**src/rtl/x_rom_fetch.sv**
```systemverilog
// x_rom_fetch: walks the X operand region of a synchronous ROM row by row,
// absorbs the one-cycle ROM latency in a two-entry registered FIFO and
// presents each word downstream with a valid/ready handshake plus its
// column index within the row.
module x_rom_fetch #(
    parameter int ADDR_W        = 6,
    parameter int BASE_ADDR     = 0,
    parameter int ROWS          = 8,
    parameter int WORDS_PER_ROW = 3
) (
    input  logic              clk,
    input  logic              rst,
    input  logic              start,
    output logic              rom_en,
    output logic [ADDR_W-1:0] rom_addr,
    input  logic [31:0]       rom_data,
    input  logic              x_ready,
    output logic              x_valid,
    output logic [31:0]       x_data,
    output logic [2:0]        col_counter,
    output logic              row_done,
    output logic              busy,
    output logic              frame_done
);

    localparam int TOTAL = ROWS * WORDS_PER_ROW;
    localparam int CNT_W = $clog2(TOTAL + 1);

    typedef enum logic [1:0] {
        S_IDLE  = 2'd0,
        S_FETCH = 2'd1,
        S_DONE  = 2'd2
    } state_t;

    state_t            state_q, state_d;
    logic [CNT_W-1:0]  issued_q, issued_d;
    logic [CNT_W-1:0]  accepted_q, accepted_d;
    logic              inflight_q, inflight_d;
    logic [1:0]        fifo_cnt_q, fifo_cnt_d;
    logic [31:0]       head_q, head_d;
    logic [31:0]       tail_q, tail_d;
    logic [2:0]        col_q, col_d;

    logic              push;
    logic              pop;
    logic              last_pop;
    logic              frame_start;
    logic [2:0]        occ;

    // A ROM read issued last cycle returns data now; the FIFO head is the
    // downstream word, so a transfer is simply head-valid and ready.
    assign push        = inflight_q;
    assign x_valid     = (fifo_cnt_q != 2'd0);
    assign pop         = x_valid && x_ready;
    assign last_pop    = pop && (accepted_q == CNT_W'(TOTAL - 1));
    assign frame_start = (state_q == S_IDLE) && start;
    assign occ         = {1'b0, fifo_cnt_q} + {2'b0, inflight_q};
    assign x_data      = head_q;
    assign col_counter = col_q;

    // State register
    always_ff @(posedge clk) begin
        if (rst) begin
            state_q <= S_IDLE;
        end else begin
            state_q <= state_d;
        end
    end

    // Next-state logic: the frame ends on acceptance of the final word,
    // and DONE lasts exactly one cycle.
    always_comb begin
        state_d = state_q;
        unique case (state_q)
            S_IDLE:  if (start) state_d = S_FETCH;
            S_FETCH: if (last_pop) state_d = S_DONE;
            S_DONE:  state_d = S_IDLE;
            default: state_d = S_IDLE;
        endcase
    end

    // Outputs: a read is issued only while words remain and the FIFO is
    // guaranteed a free slot for the returning data, counting the word
    // leaving this cycle.
    always_comb begin
        rom_en     = 1'b0;
        rom_addr   = '0;
        busy       = (state_q != S_IDLE);
        frame_done = (state_q == S_DONE);
        row_done   = pop && (col_q == 3'(WORDS_PER_ROW - 1));
        if ((state_q == S_FETCH) && (issued_q < CNT_W'(TOTAL)) &&
            (occ < (3'd2 + {2'b0, pop}))) begin
            rom_en   = 1'b1;
            rom_addr = ADDR_W'(BASE_ADDR) + ADDR_W'(issued_q);
        end
    end

    // Counters and column tracking; all restart at the beginning of a frame.
    always_comb begin
        issued_d   = issued_q;
        accepted_d = accepted_q;
        col_d      = col_q;
        inflight_d = rom_en;
        if (frame_start) begin
            issued_d   = '0;
            accepted_d = '0;
            col_d      = 3'd0;
        end else begin
            if (rom_en) begin
                issued_d = issued_q + CNT_W'(1);
            end
            if (pop) begin
                accepted_d = accepted_q + CNT_W'(1);
                if (col_q == 3'(WORDS_PER_ROW - 1)) begin
                    col_d = 3'd0;
                end else begin
                    col_d = col_q + 3'd1;
                end
            end
        end
    end

    // Two-entry FIFO: head feeds x_data directly; a simultaneous push and
    // pop while full shifts the tail forward and refills it, keeping order.
    always_comb begin
        head_d     = head_q;
        tail_d     = tail_q;
        fifo_cnt_d = fifo_cnt_q;
        unique case ({push, pop})
            2'b10: begin
                if (fifo_cnt_q == 2'd0) begin
                    head_d = rom_data;
                end else begin
                    tail_d = rom_data;
                end
                fifo_cnt_d = fifo_cnt_q + 2'd1;
            end
            2'b01: begin
                head_d     = tail_q;
                fifo_cnt_d = fifo_cnt_q - 2'd1;
            end
            2'b11: begin
                if (fifo_cnt_q == 2'd1) begin
                    head_d = rom_data;
                end else begin
                    head_d = tail_q;
                    tail_d = rom_data;
                end
            end
            default: ;
        endcase
    end

    // Datapath and counter registers; reset drops any read still in flight
    // so the data returning next cycle is not captured.
    always_ff @(posedge clk) begin
        if (rst) begin
            issued_q   <= '0;
            accepted_q <= '0;
            inflight_q <= 1'b0;
            fifo_cnt_q <= 2'd0;
            head_q     <= '0;
            tail_q     <= '0;
            col_q      <= 3'd0;
        end else begin
            issued_q   <= issued_d;
            accepted_q <= accepted_d;
            inflight_q <= inflight_d;
            fifo_cnt_q <= fifo_cnt_d;
            head_q     <= head_d;
            tail_q     <= tail_d;
            col_q      <= col_d;
        end
    end

endmodule

```
**config.mk**
```make
export PLATFORM = sky130hd
export DESIGN_NAME = x_rom_fetch
export DESIGN_NICKNAME = d
export VERILOG_FILES = /design/src/rtl/x_rom_fetch.sv
export SDC_FILE = /design/constraint.sdc
export NUM_CORES = 1
export LEC_CHECK = 0
export BUFFER_PORTS_ARGS = -buffer_cell sky130_fd_sc_hd__buf_2
export CAP_MARGIN = 20
export CORE_MARGIN = 2
export CORE_UTILIZATION = 50
export CTS_CLUSTER_DIAMETER = 60
export DETAILED_ROUTE_END_ITERATION = 6
export PLACE_DENSITY = 0.85
export RECOVER_POWER = 25
export SLEW_MARGIN = 20
export SYNTH_ARGS = -nofsm -noshare
export SYNTH_HDL_FRONTEND = slang
export SYNTH_SLANG_ARGS = --single-unit
```
**constraint.sdc**
```tcl
create_clock -name clk -period 2 [get_ports clk]
set_input_delay 0.1 -clock clk [delete_from_list [all_inputs] [get_ports clk]]
set_output_delay 0.1 -clock clk [all_outputs]
set_load 0.03 [all_outputs]
```
After elaboration in Yosys (flattened, before gate mapping)
Index checks and enable logic that the tools add are counted.
- equality and inequality tests: 13
- order comparisons: 2
- reduce and logical (&&, ||, !) cells: 17
- add/subtract/negate cells: 7
- mux-type cells: 13
- operators by type and width (operator ; count):
    32-bit two-way mux ; 4
    32-bit one-hot mux with 3 select lines ; 1
    32-bit one-hot mux with 2 select lines ; 1
    5-bit by 1-bit adder with 5-bit output, second input constant ; 2
    2-bit inequality test, second input constant ; 5
    2-bit one-hot mux with 2 select lines ; 2
    2-bit nonzero test ; 4
    2-bit by 1-bit == test with 1-bit output, second input constant ; 3
    2-bit == test, second input constant ; 3
    1-bit logical AND ; 6
    5-bit == test, second input constant ; 1
    5-bit < comparator, second input constant ; 1
    5-bit two-way mux ; 1
    2-bit zero test ; 2
    2-bit two-way mux ; 2
    2-bit AND reduction ; 2
    2-bit by 1-bit adder with 3-bit output ; 1
    2-bit by 1-bit adder with 3-bit output, first input constant ; 1
    3-bit by 1-bit adder with 3-bit output, second input constant ; 1
    3-bit by 2-bit == test with 1-bit output, second input constant ; 1
    3-bit < comparator ; 1
    3-bit two-way mux ; 1
    3-bit AND reduction ; 1
    3-bit nonzero test ; 1
    4 further kinds ; 4
- flip-flop bits (word level): 82
- output and inout bits: 46
- input bits: 36

Longest topological paths before layout
Gate-level depths: netlist of run 1.
- depth in word-level cells: 6
- depth in mapped cells: 8

Least setup slack after synthesis of run 1
OpenSTA, ideal clock, no wires.
- path type: flip-flop to output port
- start: register inflight_q
- end: output rom_addr[0]
- data arrival time: 1733 ps
- stages on the path, launching flop included: 7
- slack: 167 ps
- cell sequence: dfxtp_1 -> ha_1 -> ha_1 -> inv_1 -> o2111ai_2 -> inv_1 -> and2_1
- cells in the longest elaborated chain, start to end: 4
- ends and longest elaborated chain (what ; RTL line ; RTL):
    start: declaration ; 38 ; logic inflight_q, inflight_d;
    start signal: assignment ; 168 ; inflight_q <= inflight_d;
    2-bit by 1-bit adder with 3-bit output ; 57 ; assign occ = {1'b0, fifo_cnt_q} + {2'b0, inflight_q};
    3-bit < comparator ; 92 ; (occ < (3'd2 + {2'b0, pop}))) begin
    1-bit logical AND ; 91 ; if ((state_q == S_FETCH) && (issued_q < CNT_W'(TOTAL)) &&
    5-bit two-way mux ; 91 ;
    end: declaration ; 15 ; output logic [ADDR_W-1:0] rom_addr,
No other way between the ends.

Worst setup path after layout of run 1
Same ends and word-level chain as after synthesis.

==> results.md, run 1 <==
* Grt ovf at 0
* Starting Density at 0.510
* Synth async-reset ratio at 0
* Starting DRT DRC Count at 97
* Maxcap violations at 0
* CTS Sinks at 82
* Final period util at 0.954
* Vias/cell at 5.28
* Seq pwr share at 0.387
* Synth cell types at 31
* Switch share at 0.422
* Setup_tns at 0 ps
* RePlAce Congestion at 0.873
* Vias in the first global route at 2920
* Status: finished, final reports clean
* Critical path's largest stage delay at 370 ps
* Synthesized area per cell at 8.65 um^2
* Register area share after synthesis at 0.479
* RSZ-0062 raised after global routing: true
* Total Routing Usage GR at 0.202
* Clk_lat worst skew at 350 ps
* Detail Placement HPWL at 5000 um
* #FFs+latches synth at 82
* Commonest register cell after synthesis: dfxtp_1
* Crit-path slowest cell: dfxtp_4
* Static Leak at 1.85 nW
* Maximum buffer depth of the clock tree at 2
* Total die area at 7530 um^2
* CP Data Required Time at 1900 ps
* Placeable Area at 6720 um^2
* Largest area contributor in the netlist: dfxtp_1
* P per Cell Area at 1280 nW/um^2
* Largest net degree at the start of global routing at 65
* Fmax at 524 MHz
* H-tree depth at 3
* Port buffer count at 80
* Finished Core Util at 0.655
* Buf+Inv Stages, Crit Path at 3
* Pre-Repair DR Iteration Count at 4
* Internal power at 3.25 mW
* Register-to-Register Path Depth at 8
* Worst-path cell chain: ha_4, ha_4, inv_2, o2111ai_4, inv_4, and2_1, buf_4
* Post-layout nets at 541
* Type of the worst min-delay path: in2reg
* Final ANT Viol Nets at 0
* Layout Area Growth over Synthesis at 28.5%
* # rows at 30
* Drc violations at 0
* First-pass GRT wire length at 12200 um
* Mapped cell area at 3430 um^2
* WL per Instance at 13.2 um
* CTS buffer count at 9
* DR vias at 3079
* Register area at 1650 um^2
* Footprint of the multi-input gates at 1680 um^2
* Tmin final at 1910 ps
* Most numerous cell on the critical path: ha_4
* Root buf cell: clkbuf_8
* Slew @ Worst Pin at 622 ps
* Setup violations, final at 0
* Combinational share of power at 0.421
* Die height at 86.8 um
* Die width at 86.8 um
* Worst Path Arrival at 1810 ps
* Fill cell count at 558
* WL final at 7720 um
* Final Hold Fails at 0
* Clock slew at reported path FFs at 80 ps
* Worst Setup End Kind: output port
* Startpoint types: register
* Final Max Slew Viols at 0
* Worst vdd ir at 0.633 mV
* CP top delay family: adder cells
* NetSw at 2.37 mW
* Hold depth at 3
* N_diodes at 0
* TritonCTS clock tree: done
* Syn_nets at 439
* Synthesized instance count at 396
* Ranking of synthesized cells by area: dfxtp_1 (48%), mux2i_1 (9.6%), nand2_1 (8.2%), a211oi_1 (7.0%), a21oi_1 (5.7%)
* Critical path depth at 7
* Synth warn at 0
* Max_slew headroom at 0.574
* CP Class: reg2out
* Ports at 82
* Setup Skew at 10.3 ps
* Worst-path fanout max at 8
* Clock network power share at 0.193
* Antenna violations before repair at 0
* Number of synthesized flops with an enable pin at 0
* Fraction of layout cells with a size suffix above 1 at 0.185
* Top cell type's share of synthesized area at 0.479
cells by family (layout without fill, tap and decap cells):
family / Yosys count / count (layout) / share of synthesized area
compound gates: 80 / 80 / 0.148
xor+xnor: 7 / 7 / 0.0179
fa+ha+maj: 7 / 7 / 0.0256
buf+inv: 35 / 142 / 0.0453
flops: 82 / 82 / 0.479
mux: 33 / 33 / 0.0964
other cells: 1 / 1 / 0.00109
simple gates: 151 / 151 / 0.187
Yosys cell counts (2+ instances only):
cell type  count
dfxtp_1       82
buf_2          7
xnor2_1        3
nand3_1        5
and3_1         2
a21oi_1       39
o21ai_0        3
nand2_1       75
buf_4          4
nor2_1        46
nor2b_1        4
inv_1          8
a2111oi_0      2
nand2_2        2
nor3_1         3
a211oi_1      32
xor2_1         4
mux2i_1       33
and2_1         5
nand2b_1       2
ha_1           7
or3_1          2
clkbuf_1      16
nand4_1        3
flip-flops by register name, indices dropped and copies added, names as in the netlist:
| register | flops |
|---|---|
| tail_q | 32 |
| x_data | 32 |
| accepted_q | 5 |
| issued_q | 5 |
| col_counter | 3 |
| fifo_cnt_q | 2 |
| state_q | 2 |
| inflight_q | 1 |
metrics by stage:
stage | hold WS [ps] | power (mW) | setup WS, ps | std cells | cell area [um^2]
floorplan | 218 | 3.86 | 167 | 396 | 3430
global placement | 353 | 4.37 | 228 | 536 | 3890
detailed placement | 358 | 4.46 | 137 | 536 | 3890
CTS | 0.940 | 5.59 | 4.56 | 579 | 4360
global route | 6.59 | 5.97 | -18.3 | 583 | 4400
finish | 6.41 | 5.62 | 91.4 | 583 | 4400
layout by cell type, fill, tap and decap left out, types with 4 or more instances in the layout:
cell           netlist  final
clkbuf_1            16     31
buf_2                7     44
buf_4                4     15
dlygate4sd3_1        0     24
clkbuf_8             0      9
a211oi_1            32     32
xor2_1               4      4
dfxtp_1             82     79
nor2_1              46     46
nand2_1             75     75
ha_1                 7      4
mux2i_1             33     33
a21oi_1             39     39
nand3_1              5      5
and2_1               5      4
inv_1                8      6
area by class of cell:
class                           instances  share of cell area
Inverter                                8             0.00739
Clock inverter                          7              0.0122
Timing Repair Buffer                  118               0.173
Clock buffer                            9              0.0281
Multi-Input combinational cell        279               0.381
Tap cell                               80              0.0227
Sequential cell                        82               0.375
worst paths after layout:
check                                    from  slack (ps)          end
worst max register to register  fifo_cnt_q[0]          90  issued_q[3]
worst max-delay path               inflight_q          90  rom_addr[0]
worst min register to register      tail_q[1]         460    tail_q[1]
worst min-delay path             rom_data[31]           6   tail_q[31]
layer usage:
layer | wire length [um] | vias up | GRT usage
met5 | 0 | - | 0
met4 | 222 | 0 | 0.105
met3 | 340 | 20 | 0.0352
met2 | 3790 | 91 | 0.369
met1 | 3370 | 1419 | 0.221
li1 | - | 1549 | -
power by group through the flow:
stage          Combinational [mW]  Clock [mW]  Sequential, mW
6_report                     2.36        1.08            2.17
5_1_grt                      2.59        1.18            2.21
4_1_cts                      2.35        1.10            2.14
3_5_place_dp                 2.28           0            2.18
3_3_place_gp                 2.22           0            2.16
2_1_floorplan                1.20           0            2.66
tightest hold or removal path: cells and delay by family:
family | cells | cell delay (ps)
and+or+nand+nor | 1 | 50
AOI/OAI and AO/OA | 1 | 50
buffers and inverters | 1 | 100
repair_timing:
action                                  CTS  global route
hold endpoints to repair                 24             0
resized for setup                         9            14
pin swaps                                 2             2
setup buffers                             3             4
endpoints found under the setup margin    7             7
hold buffers                             24             0
(Power assumes the default switching activity.)
==> run 2, diff against run 1 <==
==> constraint.sdc (replaced) <==
create_clock -name clk -period 2.2 [get_ports clk]
set_input_delay 0.11 -clock clk [delete_from_list [all_inputs] [get_ports clk]]
set_output_delay 0.11 -clock clk [all_outputs]
set_load 0.03 [all_outputs]
==> run 2 against run 1 <==
Die area did not move. Sequential share of layout area is 2.3 points higher. Combinational power shrank 14%. Worst hold slack improved by 2.1 ps. Sequential cell count unchanged.
==> results.md, run 2 (same netlist as run 1, synthesis figures left out) <==
* Worst Path Arrival at 1960 ps (+150 ps)
* Crit-path slowest cell: dfxtp_2
* Final Hold Fails at 0 (unchanged)
* Port buffer count at 80 (unchanged)
* Starting DRT DRC Count at 91 (-6.2%)
* Die height at 86.8 um (unchanged)
* Maxcap violations at 0 (unchanged)
* Startpoint types: register
* Layout Area Growth over Synthesis at 20.4%
* CTS Sinks at 82 (unchanged)
* Final Max Slew Viols at 0 (unchanged)
* Slew @ Worst Pin at 530 ps (-91.9 ps)
* P per Cell Area at 1220 nW/um^2 (-4.4%)
* Critical path's largest stage delay at 350 ps (-20 ps)
* Fill cell count at 612 (+9.7%)
* Largest net degree at the start of global routing at 65 (unchanged)
* Vias in the first global route at 2608 (-11%)
* First-pass GRT wire length at 11600 um (-4.3%)
* CP Data Required Time at 2090 ps (+190 ps)
* Die width at 86.8 um (unchanged)
* Fmax at 483 MHz
* Type of the worst min-delay path: in2reg
* DR vias at 2959 (-3.9%)
* Placed Instance Area at 3880 um^2 (-0.26%)
* Final period util at 0.941
* Commonest non-fill, non-tap cells in the layout: dfxtp_1 (80), nand2_1 (75), buf_2 (48)
* WL final at 7430 um (-3.7%)
* CP Class: reg2out
* Pre-Repair DR Iteration Count at 5 (+1)
* Status: finished, final reports clean
* Tmin final at 2070 ps
* Placeable Area at 6720 um^2 (unchanged)
* Total Routing Usage GR at 0.196 (-0.00560)
* CTS buffer count at 9 (unchanged)
* Worst-path fanout max at 8 (unchanged)
* Drc violations at 0 (unchanged)
* Total die area at 7530 um^2 (unchanged)
* H-tree depth at 3 (unchanged)
* Clk_lat worst skew at 350 ps (about the same)
* Final ANT Viol Nets at 0 (unchanged)
* Max_slew headroom at 0.646 (+0.0720)
* Root buf cell: clkbuf_8
* Post-route cell area at 4130 um^2 (-6.3%)
* Worst Setup End Kind: output port
* Vias/cell at 5.27 (-0.31%)
* Post-layout nets at 520 (-3.9%)
* Worst vdd ir at 0.484 mV (-24%)
* Most numerous cell on the critical path: ha_1
* Starting Density at 0.510 (unchanged)
* Grt ovf at 0 (unchanged)
* RePlAce Congestion at 0.848 (-2.8%)
* Commonest non-fill, non-tap cell in the layout: dfxtp_1
* Setup Skew at 9.68 ps (-0.610 ps)
* Maximum buffer depth of the clock tree at 2 (unchanged)
* Worst-path cell chain: ha_1, ha_1, inv_1, o2111ai_4, inv_4, and2_1, clkbuf_4
* Fraction of layout cells with a size suffix above 1 at 0.170 (-0.0148)
* RSZ-0062 raised after global routing: false
* WL per Instance at 13.2 um (-0.13%)
* N_diodes at 0 (unchanged)
* Ports at 82 (unchanged)
* Detail Placement HPWL at 4950 um (-1.1%)
* # rows at 30 (unchanged)
* Antenna violations before repair at 0 (unchanged)
* Static Leak at 1.75 nW (-5.2%)
* Setup_tns at 0 ps (unchanged)
* TritonCTS clock tree: done
* Clock slew at reported path FFs at 80 ps (about the same)
* Setup violations, final at 0 (unchanged)
-- run 2: worst paths after layout --
path	start	to	slack (ps)	cells past startpoint
setup / recovery	inflight_q	rom_addr[2]	130	7
hold / removal	rom_data[6]	tail_q[6]	9	3
setup reg to reg	fifo_cnt_q[0]	x_data[3]	410	7
hold reg to reg	tail_q[24]	tail_q[24]	460	2
-- run 2: cell type report --
| class | instances | area (um^2) | share of cell area |
|---|---|---|---|
| flip-flops and latches | 82 | 1640 | 0.399 |
| well taps | 80 | 100 | 0.0243 |
| clock buffers | 11 | 131 | 0.0318 |
| multi-input cells | 279 | 1640 | 0.398 |
| clock inverters | 5 | 55.1 | 0.0133 |
| inverters | 8 | 32.5 | 0.00789 |
| repair buffers | 97 | 519 | 0.126 |
-- run 2: repair_timing --
| item | in CTS | in global routing |
|---|---|---|
| endpoints found under the setup margin | 5 | 5 |
| gates resized for setup | 1 | 6 |
| hold endpoints to repair | 6 | 0 |
| pin swaps | 0 | 2 |
| setup buffers | 0 | 2 |
| hold buffers | 6 | 0 |
-- run 2: where the power goes --
part | internal (mW) | total [mW] | leakage (nW) | switching, mW
combinational | 0.665 | 2.03 | 0.993 | 1.36
clock | 0.522 | 1.05 | 0.0893 | 0.524
sequential | 1.79 | 1.96 | 0.669 | 0.172
total | 2.97 | 5.03 | 1.75 | 2.06
-- run 2: worst max-delay path: cells and delay by family (launching register included) --
family	cells	cell delay [ps]
buffers and inverters	3	310
DFF	1	350
and+or+nand+nor	1	160
adders and majority gates	2	490
AOI/OAI and AO/OA	1	290
-- run 2: routing by layer --
metal	global-route usage	part of all wire
met2	0.325	0.49
met5	0	0
met3	0.0381	0.043
met1	0.244	0.45
met4	0.0980	0.014
-- run 2: through the flow --
step	cells	hold slack, ps	utilization	power (mW)	setup WS [ps]
final	562	8.53	0.614	5.03	130
after global routing	562	6.99	0.614	5.34	17.4
after CTS	560	0.506	0.614	5.08	6.89
after detailed placement	538	367	0.578	4.04	319
after global placement	538	362	0.578	3.97	412
after floorplan	396	228	-	3.51	357
